**src/rtl/arb_pkg.sv**
```systemverilog
// rtl/arb_pkg.sv - shared types for the round-robin arbiter and its requester clients
package arb_pkg;

  localparam int NUM_REQ = 4;

  typedef enum logic [1:0] {IDLE, REQ, XFER, GAP} arb_cli_state_t;

  // REQ and XFER are the only states in which req is asserted and grants count
  function automatic logic in_req_phase(arb_cli_state_t s);
    return (s == REQ) || (s == XFER);
  endfunction

endpackage

```
**src/rtl/arb_req_client_if.sv**
```systemverilog
// rtl/arb_req_client_if.sv - command and arbiter handshake bundle of one requester client
interface arb_req_client_if #(
  parameter int LEN_W = 4
);
  logic             cmd_valid;
  logic [LEN_W-1:0] cmd_len;
  logic             cmd_ready;
  logic             req;
  logic             grant;
  logic             beat;
  logic [LEN_W-1:0] beat_idx;
  logic             done;

  modport master (
    output cmd_valid, cmd_len, grant,
    input  cmd_ready, req, beat, beat_idx, done
  );

  modport slave (
    input  cmd_valid, cmd_len, grant,
    output cmd_ready, req, beat, beat_idx, done
  );
endinterface

```
**src/rtl/arb_cmd_fifo.sv**
```systemverilog
// rtl/arb_cmd_fifo.sv - DEPTH x W synchronous command FIFO with full/empty flags
module arb_cmd_fifo #(
  parameter int DEPTH = 4,
  parameter int W     = 4
) (
  input  logic         clk,
  input  logic         rst_n,
  input  logic         push,
  input  logic [W-1:0] wdata,
  input  logic         pop,
  output logic [W-1:0] rdata,
  output logic         full,
  output logic         empty
);
  localparam int AW = $clog2(DEPTH);

  logic [W-1:0] mem_q [DEPTH];
  logic [AW:0]  wr_ptr_q, wr_ptr_d;
  logic [AW:0]  rd_ptr_q, rd_ptr_d;
  logic         do_push, do_pop;

  // Extra pointer bit distinguishes full from empty when the indices match
  assign empty = (wr_ptr_q == rd_ptr_q);
  assign full  = (wr_ptr_q[AW] != rd_ptr_q[AW]) && (wr_ptr_q[AW-1:0] == rd_ptr_q[AW-1:0]);
  assign rdata = mem_q[rd_ptr_q[AW-1:0]];

  assign do_push = push && (!full || pop);
  assign do_pop  = pop && !empty;

  always_comb begin
    wr_ptr_d = wr_ptr_q;
    rd_ptr_d = rd_ptr_q;
    if (do_push) wr_ptr_d = wr_ptr_q + 1'b1;
    if (do_pop)  rd_ptr_d = rd_ptr_q + 1'b1;
  end

  always_ff @(posedge clk) begin
    if (do_push) mem_q[wr_ptr_q[AW-1:0]] <= wdata;
  end

  always_ff @(posedge clk or negedge rst_n) begin
    if (!rst_n) begin
      wr_ptr_q <= '0;
      rd_ptr_q <= '0;
    end else begin
      wr_ptr_q <= wr_ptr_d;
      rd_ptr_q <= rd_ptr_d;
    end
  end

endmodule

```
**src/rtl/arb_req_client.sv**
```systemverilog
// rtl/arb_req_client.sv - requester agent: queues bursts, requests the arbiter, counts beats, flags errors
module arb_req_client
  import arb_pkg::*;
#(
  parameter int LEN_W   = 4,
  parameter int DEPTH   = 4,
  parameter int TIMEOUT = 64
) (
  input  logic              clk,
  input  logic              rst_n,
  arb_req_client_if.slave   bus,
  input  logic              clr_err,
  output logic              busy,
  output logic              starve_err,
  output logic              spur_err
);
  localparam int WAIT_W = $clog2(TIMEOUT + 1);

  arb_cli_state_t    state_q, state_d;
  logic              req_q, req_d;
  logic              done_q, done_d;
  logic              starve_q, starve_d;
  logic              spur_q, spur_d;
  logic [LEN_W-1:0]  rem_q, rem_d;
  logic [LEN_W-1:0]  idx_q, idx_d;
  logic [WAIT_W-1:0] wait_q, wait_d;

  logic              fifo_push, fifo_pop, fifo_full, fifo_empty;
  logic [LEN_W-1:0]  fifo_rdata;
  logic              beat, waiting, starve_set, spur_set;

  arb_cmd_fifo #(
    .DEPTH (DEPTH),
    .W     (LEN_W)
  ) u_fifo (
    .clk   (clk),
    .rst_n (rst_n),
    .push  (fifo_push),
    .wdata (bus.cmd_len),
    .pop   (fifo_pop),
    .rdata (fifo_rdata),
    .full  (fifo_full),
    .empty (fifo_empty)
  );

  assign fifo_push     = bus.cmd_valid && !fifo_full;
  assign bus.cmd_ready = !fifo_full;
  assign bus.req       = req_q;
  assign bus.done      = done_q;
  assign bus.beat      = beat;
  assign bus.beat_idx  = idx_q;
  assign busy          = (state_q != IDLE) || !fifo_empty;
  assign starve_err    = starve_q;
  assign spur_err      = spur_q;

  // A grant seen in GAP is the arbiter lagging our dropped req, not a beat
  assign beat       = req_q && bus.grant && in_req_phase(state_q);
  assign waiting    = in_req_phase(state_q) && !bus.grant;
  assign starve_set = waiting && (wait_q >= WAIT_W'(TIMEOUT - 1));
  assign spur_set   = (state_q == IDLE) && bus.grant;

  always_comb begin
    state_d  = state_q;
    req_d    = req_q;
    done_d   = 1'b0;
    rem_d    = rem_q;
    idx_d    = idx_q;
    fifo_pop = 1'b0;
    unique case (state_q)
      IDLE: begin
        if (!fifo_empty) begin
          fifo_pop = 1'b1;
          rem_d    = fifo_rdata;
          idx_d    = '0;
          req_d    = 1'b1;
          state_d  = REQ;
        end
      end
      REQ, XFER: begin
        if (beat) begin
          if (rem_q == '0) begin
            req_d   = 1'b0;
            done_d  = 1'b1;
            state_d = GAP;
          end else begin
            rem_d   = rem_q - 1'b1;
            idx_d   = idx_q + 1'b1;
            state_d = XFER;
          end
        end
      end
      GAP: begin
        req_d   = 1'b0;
        state_d = IDLE;
      end
      default: state_d = IDLE;
    endcase

    wait_d = '0;
    if (waiting) wait_d = (wait_q == WAIT_W'(TIMEOUT)) ? wait_q : wait_q + 1'b1;

    // Set wins over clear so a still-active fault cannot be cleared away
    starve_d = starve_set || (starve_q && !clr_err);
    spur_d   = spur_set   || (spur_q   && !clr_err);
  end

  always_ff @(posedge clk or negedge rst_n) begin
    if (!rst_n) begin
      state_q  <= IDLE;
      req_q    <= 1'b0;
      done_q   <= 1'b0;
      starve_q <= 1'b0;
      spur_q   <= 1'b0;
      rem_q    <= '0;
      idx_q    <= '0;
      wait_q   <= '0;
    end else begin
      state_q  <= state_d;
      req_q    <= req_d;
      done_q   <= done_d;
      starve_q <= starve_d;
      spur_q   <= spur_d;
      rem_q    <= rem_d;
      idx_q    <= idx_d;
      wait_q   <= wait_d;
    end
  end

endmodule

```
**src/flat_wrapper.sv**
```systemverilog
// flat-port wrapper written by rule: the top's interface ports become plain ports
module arb_req_client_flat import arb_pkg::*;
#(
  parameter int LEN_W   = 4,
  parameter int DEPTH   = 4,
  parameter int TIMEOUT = 64
)
  (clk, rst_n, clr_err, busy, starve_err, spur_err, bus_cmd_valid, bus_cmd_len, bus_grant, bus_cmd_ready, bus_req, bus_beat, bus_beat_idx, bus_done);
  arb_req_client_if #(.LEN_W(LEN_W)) bus_i ();
  input  logic clk;
  input  logic rst_n;
  input  logic clr_err;
  output logic busy;
  output logic starve_err;
  output logic spur_err;
  input wire logic [$bits(bus_i.cmd_valid)-1:0] bus_cmd_valid;
  input wire logic [$bits(bus_i.cmd_len)-1:0] bus_cmd_len;
  input wire logic [$bits(bus_i.grant)-1:0] bus_grant;
  output wire logic [$bits(bus_i.cmd_ready)-1:0] bus_cmd_ready;
  output wire logic [$bits(bus_i.req)-1:0] bus_req;
  output wire logic [$bits(bus_i.beat)-1:0] bus_beat;
  output wire logic [$bits(bus_i.beat_idx)-1:0] bus_beat_idx;
  output wire logic [$bits(bus_i.done)-1:0] bus_done;
  assign bus_i.cmd_valid = bus_cmd_valid;
  assign bus_i.cmd_len = bus_cmd_len;
  assign bus_i.grant = bus_grant;
  assign bus_cmd_ready = bus_i.cmd_ready;
  assign bus_req = bus_i.req;
  assign bus_beat = bus_i.beat;
  assign bus_beat_idx = bus_i.beat_idx;
  assign bus_done = bus_i.done;
  arb_req_client #(.LEN_W(LEN_W), .DEPTH(DEPTH), .TIMEOUT(TIMEOUT)) u_core (.clk(clk), .rst_n(rst_n), .bus(bus_i), .clr_err(clr_err), .busy(busy), .starve_err(starve_err), .spur_err(spur_err));
endmodule
```
**config.mk**
```make
export PLATFORM = sky130hd
export DESIGN_NAME = arb_req_client_flat
export DESIGN_NICKNAME = d
export VERILOG_FILES = /design/src/rtl/arb_pkg.sv /design/src/rtl/arb_req_client_if.sv /design/src/rtl/arb_cmd_fifo.sv /design/src/rtl/arb_req_client.sv /design/src/flat_wrapper.sv
export SDC_FILE = /design/constraint.sdc
export NUM_CORES = 1
export LEC_CHECK = 0
export BUFFER_PORTS_ARGS = -buffer_cell sky130_fd_sc_hd__buf_2
export CORE_MARGIN = 10
export CORE_UTILIZATION = 39
export CTS_CLUSTER_DIAMETER = 200
export CTS_CLUSTER_SIZE = 24
export DETAILED_ROUTE_END_ITERATION = 10
export PLACE_DENSITY = 0.59
export SLEW_MARGIN = 20
export SYNTH_ARGS = -nofsm -noshare
export SYNTH_HDL_FRONTEND = slang
export SYNTH_HIERARCHICAL = 1
export SYNTH_SLANG_ARGS = --single-unit
```
**constraint.sdc**
```tcl
create_clock -name clk -period 6.4 [get_ports clk]
set_input_delay 0.64 -clock clk [delete_from_list [all_inputs] [get_ports clk]]
set_output_delay 0.64 -clock clk [all_outputs]
set_load 0.05 [all_outputs]
```
# After elaboration in Yosys (flattened, before gate mapping)

Memories as Yosys holds them, arrays and structs flattened.
Cells that the tools add are included.

Flip-flop bits (word level): 27
Bits in latches: 0
Bits in writable memories: 16
ROM bits: 0
Bits of input ports: 9
Output and inout bits: 11
Word-level logic and storage cells: 82
Memories kept: 1

Add/subtract/negate cells: 5
Multipliers: 0
Divide/modulo/power cells: 0
Magnitude comparators: 1
Eq/ne operators: 12
Shifts and indexed selects: 0
Multiplexer cells: 25
Bitwise logic cells: 0
Reductions and logical operators: 28

Memory list:

| name                | words | width | rd ports | clocked after memory_dff | write ports | RTL line           | source |
|---|---|---|---|---|---|---|---|
| u_core.u_fifo.mem_q | 4     | 4     | 1        | 0                        | 1           | arb_cmd_fifo.sv:17 | `logic [W-1:0] mem_q [DEPTH];` |

Operators by type and width:

| operator                                                           | count |
|---|---|
| two-way mux 4 bit                                                  | 6 |
| one-hot mux 4 bit (2 select lines)                                 | 2 |
| two-way mux 7 bit                                                  | 2 |
| logical AND 1 bit                                                  | 11 |
| two-way mux 1 bit                                                  | 11 |
| inequality test 2 bit (second input constant)                      | 4 |
| adder 7 x 1 -> 7 bit (second input constant)                       | 1 |
| == test 7 bit (second input constant)                              | 1 |
| greater-or-equal comparator 7 x 6 -> 1 bit (second input constant) | 1 |
| adder 3 x 1 -> 3 bit (second input constant)                       | 2 |
| one-hot mux 2 bit (3 select lines)                                 | 1 |
| logical OR 1 bit                                                   | 5 |
| adder 4 x 1 -> 4 bit (second input constant)                       | 1 |
| == test 2 bit (second input constant)                              | 2 |
| zero test 1 bit                                                    | 4 |
| zero test 4 bit                                                    | 1 |
| two-way mux 2 bit                                                  | 2 |
| AND reduction 4 bit                                                | 1 |
| nonzero test 2 bit                                                 | 2 |
| subtractor 4 x 1 -> 4 bit (second input constant)                  | 1 |
| == test 3 bit                                                      | 1 |
| one-hot mux 1 bit (3 select lines)                                 | 1 |
| AND reduction 3 bit                                                | 1 |
| == test 2 x 1 -> 1 bit (second input constant)                     | 1 |
| 6 further kinds                                                    | 6 |

# Logic depth before layout (Yosys ltp)

Depth in word-level cells: 7
Mapped depth: 9
Gate-level depth less buffers: 7

# Hierarchy

Netlist, hierarchy kept.

By module, submodules not included:

| module         | times used | cells each | area each (µm²) | seq. area each (µm²) |
|---|---|---|---|---|
| arb_req_client | 1          | 118        | 1167.4          | 525.5 |
| arb_cmd_fifo   | 1          | 68         | 1024.7          | 630.6 |

# Worst setup path after synthesis

No wires, ideal clock.

Path type: flip-flop to flip-flop
Start point: reg u_core.u_fifo.rd_ptr_q[1]
End point: reg u_core.rem_q[2]
Setup time: 0.124 ns
Arrival time: 2.298 ns
Data required time: 6.276 ns
Path slack: 3.978 ns
Stages on the path, launching flop included: 10
Buffers on the path: 2
Clock period less this slack: 2.422 ns
Cell sequence: dfrtp_1 > xor2_1 > buf_2 > or2_2 > nor2_1 > nand2_1 > o2111ai_2 > buf_2 > nor3b_1 > a211o_1

Longest elaborated chain between the ends: 3
Elaborated cells on any way between the ends: 6
Classes of those cells: 2 x eq/ne; 2 x mux; 1 x reduce/logical; 1 x memory

RTL lines:

| item                                   | RTL line              | source |
|---|---|---|
| start, declared                        | arb_cmd_fifo.sv:19    | `logic [AW:0] rd_ptr_q, rd_ptr_d;` |
| start signal, assigned                 | arb_cmd_fifo.sv:47    | `rd_ptr_q <= rd_ptr_d;` |
| == test 3 bit                          | arb_cmd_fifo.sv:23    | `assign empty = (wr_ptr_q == rd_ptr_q);` |
| via u_core.fifo_empty                  | arb_req_client.sv:28  | `logic fifo_push, fifo_pop, fifo_full, fifo_empty;` |
| inequality test 2 bit (no source line) | -                     |  |
| AND reduction 4 bit (no source line)   | -                     |  |
| end signal, assigned                   | arb_req_client.sv:123 | `rem_q <= rem_d;` |
| end, declared                          | arb_req_client.sv:24  | `logic [LEN_W-1:0] rem_q, rem_d;` |

The timed path passes the listed nets, and every way through them passes these cells. The select of a mux whose other input is x is not followed.
A chain may end at the register's enable or synchronous reset.

# Worst setup path after layout

Start point: reg u_core.u_fifo.rd_ptr_q[1]
End point: out busy

Longest elaborated chain between the ends: 3

RTL lines:

| item                  | RTL line             | source |
|---|---|---|
| == test 3 bit         | arb_cmd_fifo.sv:23   |  |
| via u_core.fifo_empty | arb_req_client.sv:28 |  |
| zero test 1 bit       | arb_req_client.sv:52 | `assign busy = (state_q != IDLE) \|\| !fifo_empty;` |
| logical OR 1 bit      | arb_req_client.sv:52 |  |
| end, declared         | flat_wrapper.sv:13   | `output logic busy;` |

The timed path passes the listed nets, and every way through them passes these cells.

==> results_dict.tcl <==
set metrics [dict create \
    grt_usage_pct 9.60 \
    first_iter_violations 53 \
    grt_max_degree 28 \
    critical_path_class "flop to primary output" \
    postCtsHoldBufs 0 \
    async_reset_ff_share_pct 62.8 \
    wl_met1_um 2030 \
    die_h_um 95.0 \
    crit_buf_inv 1 \
    ys_dominant_reg_cell "dfrtp_1" \
    cts_setup_buffers 0 \
    clk_path_buf_depth 2 \
    status "finished clean" \
    crit_fanout 11 \
    max-vdd-ir-drop_v 0.000164 \
    synthCells 186 \
    coreArea_um2 5470 \
    clkTransAtPathRegs_ns 0.09 \
    postRouteAntennaNets 0 \
    cp.required_ns 5.76 \
    antenna_cells 0 \
    cap_viol_max_count 0 \
    routedWlPerCell_um 14.3 \
    fmax_mhz 355 \
    grt_pass1_wl_um 6930 \
    hold_viol 0 \
    rr_startpoint "u_core/u_fifo/rd_ptr_q[1]" \
    power_density_nw_per_um2 267 \
    route.top_layer_used "met4" \
    finalMaxSlewViolations 0 \
    finalClockSkew_ns 0.0130 \
    nets 226 \
    worstMarginPinSlew_ns 0.692 \
    start_util_pct 40.1 \
    seq_area_frac_synth_pct 52.7 \
    crit_slowest_cell "xor2_1" \
    cts_tree "done" \
    wl_met2_um 1690 \
    wl_met3_um 212 \
    min_period_ns 2.82 \
    rsz0062_at_grt "false" \
    max_slew_margin_pct 53.7 \
    synth_area_per_cell_um2 11.8 \
    antenna_found_initial 0 \
    portBuffers 19 \
    gp_congestion 0.807 \
    die_x_um 95.0 \
    num_rows 27 \
    routed_via_density 5.18 \
    critPathTopFamily "XOR/XNOR gates" \
    drive_gt1_share_pct 18.9 \
    ys_ff_latch 43 \
    place_area_um2 2340 \
    clock_latency_ns 0.30 \
    synth.distinct_cells 46 \
    dr.pass1.iters 4 \
    final_area_um2 2440 \
    reg2regPathDepth 6 \
    max_stage_delay_ns 0.60 \
    grt_pass1_vias 1422 \
    reg2reg_setup_slack_ns 3.76 \
    reg2reg_to "u_core/u_fifo/mem_q[1][2]" \
    cp.arrival_ns 2.18 \
    crit_path_end_kind "primary output" \
    fin_crit_sh_pct 44.1 \
    die-area_um2 9020 \
    syn-cell-area_um2 2190 \
    syn-num-nets 207 \
    numCtsBuffers 5 \
    tns_ns 0 \
    h-tree-depth 2 \
    final_util_pct 44.6 \
    setup.worst_path.start_class "flop" \
    dp_hpwl_um 2930 \
    wirelength_um 3980 \
    fillers 532 \
    route.detailed.drc 0 \
    io_pins 20 \
    root_buffer "clkbuf_8" \
    hold_class "input port to asynchronous set/reset pin" \
    power.total_uw 651 \
    vias 1439 \
    grt_overflow 0 \
    cts_resized 0 \
    final-setup-viol-count 0 \
    p_leak_uw 0.00108 \
    synth_edf_count 16 \
    area_growth_pct 11.3 \
    numClockSinks 43 \
    crit_chain "xor2_1 > or2_2 > nor2_1 > nand2_1 > buf_2" \
    yosysWarnings 6 \
]
cells in the final DEF (no fill, tap or decap), types with 2 or more instances in the layout:
| cell | Yosys | final |
|---|---|---|
| or4_1 | 2 | 2 |
| nand2_1 | 16 | 16 |
| a21oi_1 | 3 | 3 |
| dfrtp_1 | 27 | 27 |
| edfxtp_1 | 16 | 16 |
| o21ai_0 | 4 | 4 |
| o2111a_1 | 2 | 2 |
| xor2_1 | 7 | 7 |
| xnor2_1 | 3 | 3 |
| mux4_2 | 4 | 4 |
| nand3_1 | 8 | 8 |
| o31ai_1 | 2 | 2 |
| mux2_2 | 4 | 4 |
| nand4b_1 | 2 | 2 |
| nor2_1 | 11 | 11 |
| nand2b_1 | 2 | 2 |
| nor3_1 | 2 | 2 |
| inv_6 | 0 | 2 |
| inv_1 | 14 | 14 |
| nor2b_1 | 2 | 2 |
| buf_2 | 5 | 19 |
| o211ai_1 | 2 | 2 |
| mux2i_1 | 3 | 3 |
| nand3b_1 | 2 | 2 |
| o41ai_1 | 2 | 2 |
| and3_1 | 6 | 6 |
| clkbuf_8 | 0 | 5 |
| ha_1 | 12 | 12 |
| a31oi_1 | 2 | 2 |
| a22o_1 | 2 | 2 |
flip-flops by register name, indices dropped and copies added, names as in the netlist:
signal                  flops
u_core/u_fifo/mem_q        16
u_core/wait_q               7
u_core/bus.beat_idx         4
u_core/rem_q                4
u_core/u_fifo/rd_ptr_q      3
u_core/u_fifo/wr_ptr_q      3
u_core/state_q              2
u_core/bus.done             1
u_core/bus.req              1
u_core/spur_err             1
u_core/starve_err           1
routing by layer:
metal,vias to the layer above,GRT usage (%)
li1,712,-
met2,32,14.2
met5,-,0
met4,0,2.62
met1,690,13.1
met3,5,3.17
report_power, final:
group | internal [uW] | switching, uW | leakage [uW]
combinational | 47.8 | 81.4 | 0.000552
clock | 80.3 | 99.9 | 0.0000491
sequential | 320 | 21.9 | 0.000483
total | 448 | 203 | 0.00108
cells by family (layout without fill, tap and decap cells):
group	count (synthesis)	count (layout)	share of synthesized area, %
AO/OA/AOI/OAI	29	29	10.3
buffers and inverters	21	41	3.88
multiplexers	11	11	7.53
adder cells (fa/ha/maj)	12	12	6.85
AND/OR/NAND/NOR	60	60	14.7
flip-flops	43	43	52.7
XOR/XNOR	10	10	4.00
area by class of cell:
type | instances | area, um2 | share of cell area (%)
Clock buffer | 5 | 68.8 | 2.82
Clock inverter | 3 | 26.3 | 1.08
Inverter | 14 | 52.6 | 2.15
Multi-Input combinational cell | 122 | 951 | 39.0
Sequential cell | 43 | 1160 | 47.4
Tap cell | 72 | 90.1 | 3.69
Timing Repair Buffer | 19 | 95.1 | 3.90
worst max-delay path by stage:
stage | from | to | depth (start not counted)
2_1_floorplan | u_core/u_fifo/rd_ptr_q[1] | u_core/rem_q[2] | 9
3_3_place_gp | u_core/u_fifo/rd_ptr_q[0] | u_core/u_fifo/mem_q[1][2] | 6
3_5_place_dp | u_core/u_fifo/rd_ptr_q[1] | u_core/u_fifo/mem_q[1][2] | 6
4_1_cts | u_core/u_fifo/rd_ptr_q[1] | busy | 5
5_1_grt | u_core/u_fifo/rd_ptr_q[1] | busy | 5
6_report | u_core/u_fifo/rd_ptr_q[1] | busy | 5
cells in the mapped netlist, types with 2 or more instances:
master	n	area [um2]
nor2_1	11	41.3
mux4_2	4	90.1
or4_1	2	15.0
mux2i_1	3	30.0
nor2b_1	2	12.5
and3_1	6	37.5
mux2_2	4	45.0
nand2_1	16	60.1
nand3b_1	2	15.0
o41ai_1	2	17.5
buf_2	5	25.0
edfxtp_1	16	480
o211ai_1	2	15.0
ha_1	12	150
xor2_1	7	61.3
o2111a_1	2	22.5
xnor2_1	3	26.3
a31oi_1	2	12.5
a22o_1	2	17.5
clkbuf_1	2	7.51
inv_1	14	52.6
dfrtp_1	27	676
o21ai_0	4	20.0
nand3_1	8	40.0
a21oi_1	3	15.0
nor3_1	2	10.0
nand4b_1	2	17.5
nand2b_1	2	12.5
o31ai_1	2	15.0
per-stage QoR:
step	instances	worst slack [ns]	hold WS (ns)
2_1_floorplan	186	3.98	0.344
3_3_place_gp	270	3.90	0.506
3_5_place_dp	270	3.84	0.524
4_1_cts	278	3.61	0.371
5_1_grt	278	3.43	0.393
6_report	278	3.58	0.340
Note: power is estimated with default switching activity, not from simulation.
